[src/rtl/rf_write_arbiter.sv]
// Round-robin arbiter sharing the register-file write port between ALU, LSU and CSR,
// plus a per-register busy scoreboard for RAW/WAW stalls. Optional macro: RF_WB_BYPASS_EN.
module rf_write_arbiter #(
    parameter int unsigned ADDR_WIDTH = 5,
    parameter int unsigned DATA_WIDTH = 32
) (
    input  logic                      clk,
    input  logic                      rst,
    input  logic [2:0]                req_valid,
    input  logic [3*ADDR_WIDTH-1:0]   req_rd,
    input  logic [3*DATA_WIDTH-1:0]   req_data,
    output logic [2:0]                req_ready,
    input  logic                      issue_valid,
    input  logic [ADDR_WIDTH-1:0]     issue_rd,
    input  logic [ADDR_WIDTH-1:0]     rs1,
    input  logic [ADDR_WIDTH-1:0]     rs2,
    input  logic [ADDR_WIDTH-1:0]     chk_rd,
    output logic                      stall,
    output logic                      byp1_hit,
    output logic                      byp2_hit,
    output logic [DATA_WIDTH-1:0]     byp_data,
    output logic                      rf_wen,
    output logic [ADDR_WIDTH-1:0]     rf_rd,
    output logic [DATA_WIDTH-1:0]     rf_dataD
);
    localparam int unsigned NREG = 1 << ADDR_WIDTH;

    logic [1:0]            last;
    logic [NREG-1:0]       busy;
    logic [NREG-1:0]       busy_next;
    logic                  gnt_any;
    logic [1:0]            gnt_idx;
    logic [ADDR_WIDTH-1:0] gnt_rd;
    logic [DATA_WIDTH-1:0] gnt_data;
    logic                  raw1;
    logic                  raw2;
    logic                  waw;

    // Search starts at the source after the last winner, wrapping mod 3.
    always_comb begin
        gnt_any = |req_valid;
        gnt_idx = 2'd0;
        case (last)
            2'd0:    gnt_idx = req_valid[1] ? 2'd1 : (req_valid[2] ? 2'd2 : 2'd0);
            2'd1:    gnt_idx = req_valid[2] ? 2'd2 : (req_valid[0] ? 2'd0 : 2'd1);
            default: gnt_idx = req_valid[0] ? 2'd0 : (req_valid[1] ? 2'd1 : 2'd2);
        endcase
        req_ready = gnt_any ? (3'b001 << gnt_idx) : 3'b000;
    end

    always_comb begin
        gnt_rd   = req_rd[2*ADDR_WIDTH +: ADDR_WIDTH];
        gnt_data = req_data[2*DATA_WIDTH +: DATA_WIDTH];
        case (gnt_idx)
            2'd0: begin
                gnt_rd   = req_rd[0 +: ADDR_WIDTH];
                gnt_data = req_data[0 +: DATA_WIDTH];
            end
            2'd1: begin
                gnt_rd   = req_rd[ADDR_WIDTH +: ADDR_WIDTH];
                gnt_data = req_data[DATA_WIDTH +: DATA_WIDTH];
            end
            default: ;
        endcase
    end

    // Clear on commit first so a same-edge issue to the same register wins.
    always_comb begin
        busy_next = busy;
        if (rf_wen)
            busy_next[rf_rd] = 1'b0;
        if (issue_valid && (issue_rd != '0))
            busy_next[issue_rd] = 1'b1;
        busy_next[0] = 1'b0;
    end

    always_ff @(posedge clk or posedge rst) begin
        if (rst) begin
            last     <= 2'd2;
            rf_wen   <= 1'b0;
            rf_rd    <= '0;
            rf_dataD <= '0;
            busy     <= '0;
        end else begin
            busy <= busy_next;
            if (gnt_any) begin
                last     <= gnt_idx;
                rf_wen   <= (gnt_rd != '0);
                rf_rd    <= gnt_rd;
                rf_dataD <= gnt_data;
            end else begin
                rf_wen <= 1'b0;
            end
        end
    end

    assign raw1 = busy[rs1] && (rs1 != '0);
    assign raw2 = busy[rs2] && (rs2 != '0);
    assign waw  = busy[chk_rd] && (chk_rd != '0);

`ifdef RF_WB_BYPASS_EN
    // The committing write is forwarded, lifting the RAW stall a cycle early.
    assign byp1_hit = rf_wen && (rf_rd == rs1) && (rs1 != '0);
    assign byp2_hit = rf_wen && (rf_rd == rs2) && (rs2 != '0);
    assign byp_data = rf_dataD;
`else
    assign byp1_hit = 1'b0;
    assign byp2_hit = 1'b0;
    assign byp_data = '0;
`endif

    assign stall = (raw1 && !byp1_hit) || (raw2 && !byp2_hit) || waw;

endmodule
[config.mk]
export PLATFORM = sky130hd
export DESIGN_NAME = rf_write_arbiter
export DESIGN_NICKNAME = d
export VERILOG_FILES = /design/src/rtl/rf_write_arbiter.sv
export SDC_FILE = /design/constraint.sdc
export NUM_CORES = 1
export LEC_CHECK = 0
export ABC_AREA = 1
export BUFFER_PORTS_ARGS = -buffer_cell sky130_fd_sc_hd__buf_2
export CORE_ASPECT_RATIO = 0.6
export CORE_MARGIN = 1.5
export CORE_UTILIZATION = 30
export CTS_BUF_LIST = sky130_fd_sc_hd__clkbuf_4 sky130_fd_sc_hd__clkbuf_8
export CTS_CLUSTER_DIAMETER = 150
export DETAILED_ROUTE_END_ITERATION = 6
export GPL_TIMING_DRIVEN = 0
export PLACE_DENSITY = 0.59
export SLEW_MARGIN = 10
export SYNTH_ARGS = -nofsm -noshare
export SYNTH_HDL_FRONTEND = slang
export SYNTH_SLANG_ARGS = --single-unit
[constraint.sdc]
create_clock -name clk -period 3 [get_ports clk]
set_clock_uncertainty 0.1 [all_clocks]
set_input_delay 0.6 -clock clk [delete_from_list [all_inputs] [get_ports clk]]
set_output_delay 0.6 -clock clk [all_outputs]
set_load 0.03 [all_outputs]
==> run metrics <==
Hold Buf Count CTS=0; GP Congestion=0.949; type of the worst min-delay path=in2async; Final ANT Viol Nets=0; Final nets=between 1000 and 1500; FF-to-FF path depth=7; Antenna Cells=0; total number of vias=around 5300; Starting Density=just over 30%; Arr. time, crit path=1.94 ns; Mapped Cells=approximately 690; Sink Count=71; Place WS=between 0.3 and 0.4 ns; # port buffers=~180; Req. time, crit path=2.30 ns; r2r endpoint=rf_dataD[17]; Final Non-Filler Cells=1113; Max clock buf depth=2; Synth Warn #=0; full die area=~17000 µm²; Die Ht=just over 100 µm; max_slew headroom=61.3%; Routed WL per cell=between 15 and 20 µm; final worst slack=around 0.36 ns; global-route wire length before repair=~27 mm; post-CTS sizing=0; post-detail-place hpwl=around 14 mm; CTS buffer count=9; DRT iter0 DRCs=386; minimum clock period=about 2.6 ns; CTS tree=done; htree depth=3; Routed WL=about 17 mm; Max Slew Vio Count=0; final setup violation count=0; flops & latches, synth=71; clock slew at reported path FFs=0.08 ns; initial antenna violation count=0; Yosys cell types=27; post-route setup TNS=0 ns; vias per inst=4.80; commonest non-fill, non-tap cells in the layout=buf_2, nand2_1, o21ai_0, nand3_1, dfrtp_1; Slowest cell on crit path=buf_2; final hold violation count=0; Worst IR Drop VDD=253 µV; RR Startpoint=last[1]; Skew-Pair Late Insertion Delay=0.34 ns; mapped cell area=approximately 4800 µm²; outcome=finished clean; cell mode on critical path=buf_2; period utilization=88.0%; Row Count=35; final core utilization=about two fifths; setup repair bufs after CTS=0; CP endpoint kind=output pin; Worst Path Max Fanout=10; power per cell area=between 600 and 700 nW/µm²; synth-to-layout area growth=31.5%; Lkg Pwr=roughly 3.3 nW; max frequency=between 0.3 and 0.4 GHz; Final Power=~0.0043 W; cell count after placement=1097; die width=166 µm; IO Pins=around 210; delay-heaviest family, CP=buffers and inverters; vias in the first global route=4977; DRC viols=0; Maximum Capacitance Violations=0; RSZ-0062 raised after global routing=no; 1st-pass router iterations=7; Buf/Inv on CP=3; Post-Syn Area per Cell=about 6.9 µm²; max incr delay on CP=~0.28 ns; clock root cell=clkbuf_8; WS Path Type=in2out; Overflow after GRT=0; largest net degree at the start of global routing=46; register area share after synthesis=a little under two fifths; critical path startpoint=rs2[0]; crit start category=primary input; Tightest Pin Transition=0.580 ns; commonest non-fill, non-tap cell in the layout=buf_2; reg-to-reg slack, setup=approximately 1.3 ns; GRT Total Usage=20.9%; CP cell instances=buf_2 -> buf_2 -> o211ai_1 -> a21oi_1 -> nor2_1 -> nand2_1 -> nand2_1 -> nand3_1 -> buf_2; share of cells above drive strength 1=29.3%; core area=around 15000 µm²
## sequential cells by signal, summed over array words and instances, names as in the netlist
name and count:
rf_dataD 32, rf_rd 5, rf_wen 1, last 2, busy 31
## stage by stage
step / instance area [µm²] / hold WS, ns
2_1_floorplan: 4880 / 0.371
3_3_place_gp: 6010 / 0.368
3_5_place_dp: 6040 / 0.366
4_1_cts: 6260 / 0.135
5_1_grt: 6260 / 0.149
6_report: 6260 / 0.138
## Yosys cell counts (all sizes together)
cell type / instances / area, µm²
o21ai: 98 / 490
conb: 1 / 3.75
buf: 59 / 433
nor3: 1 / 5.00
a21oi: 45 / 229
nand3b: 1 / 7.51
inv: 70 / 263
nand3: 76 / 408
clkbuf: 4 / 15.0
nand4: 2 / 12.5
o211ai: 20 / 150
nor2: 40 / 166
dfrtp: 70 / 1750
nand2: 182 / 701
dfstp: 1 / 26.3
a31oi: 15 / 93.8
## worst reg2reg max path, cell delays in order (launching register included)
cell and delay [ns]:
dfstp_2 0.57, nor2_1 0.06, nand2_2 0.07, nand3_4 0.12, nor2_8 0.20, buf_2 0.28
nand2_1 0.10, a31oi_1 0.16
## cells by family (layout without fill, tap and decap cells)
kind of cell,after synthesis,count (layout),synth area share (%)
AOI/OAI and AO/OA,178,178,20.3
other,1,34,0.0789
DFF,71,71,37.4
and+or+nand+nor,302,302,27.3
buffers and inverters,133,325,14.9
## worst max-delay path by stage
| stage | to | depth (start not counted) | slack, ns |
|---|---|---|---|
| floorplan | req_ready[0] | 6 | 0.49 |
| global placement | rf_dataD[1] | 2 | -0.52 |
| detailed placement | stall | 9 | 0.40 |
| CTS | req_ready[1] | 7 | 0.38 |
| global route | stall | 9 | 0.24 |
| finish | stall | 9 | 0.36 |
## metal layers
layer	global-route usage, %	up-vias	part of all wire [%]
met5	0	-	0
met4	3.71	0	0.72
met3	5.72	10	7.9
met2	28.5	215	39
met1	32.6	2466	52
li1	-	2647	-
## cell type report
cell class	count	area (µm²)
clock inverter	4	70.1
inverter	70	265
fill	1678	9160
buffer	63	448
tap	203	254
multi-input combinational	514	2390
timing repair buffer	176	903
clock buffer	12	146
sequential	71	1780
## report_power, final
group          total (W)  switching [W]  leakage [nW]  internal [W]
Sequential       0.00158       0.000282         0.825       0.00130
Clock           0.000857       0.000363         0.115      0.000494
Combinational    0.00186        0.00124          2.37      0.000622
Power figures use the tool's default switching activity.
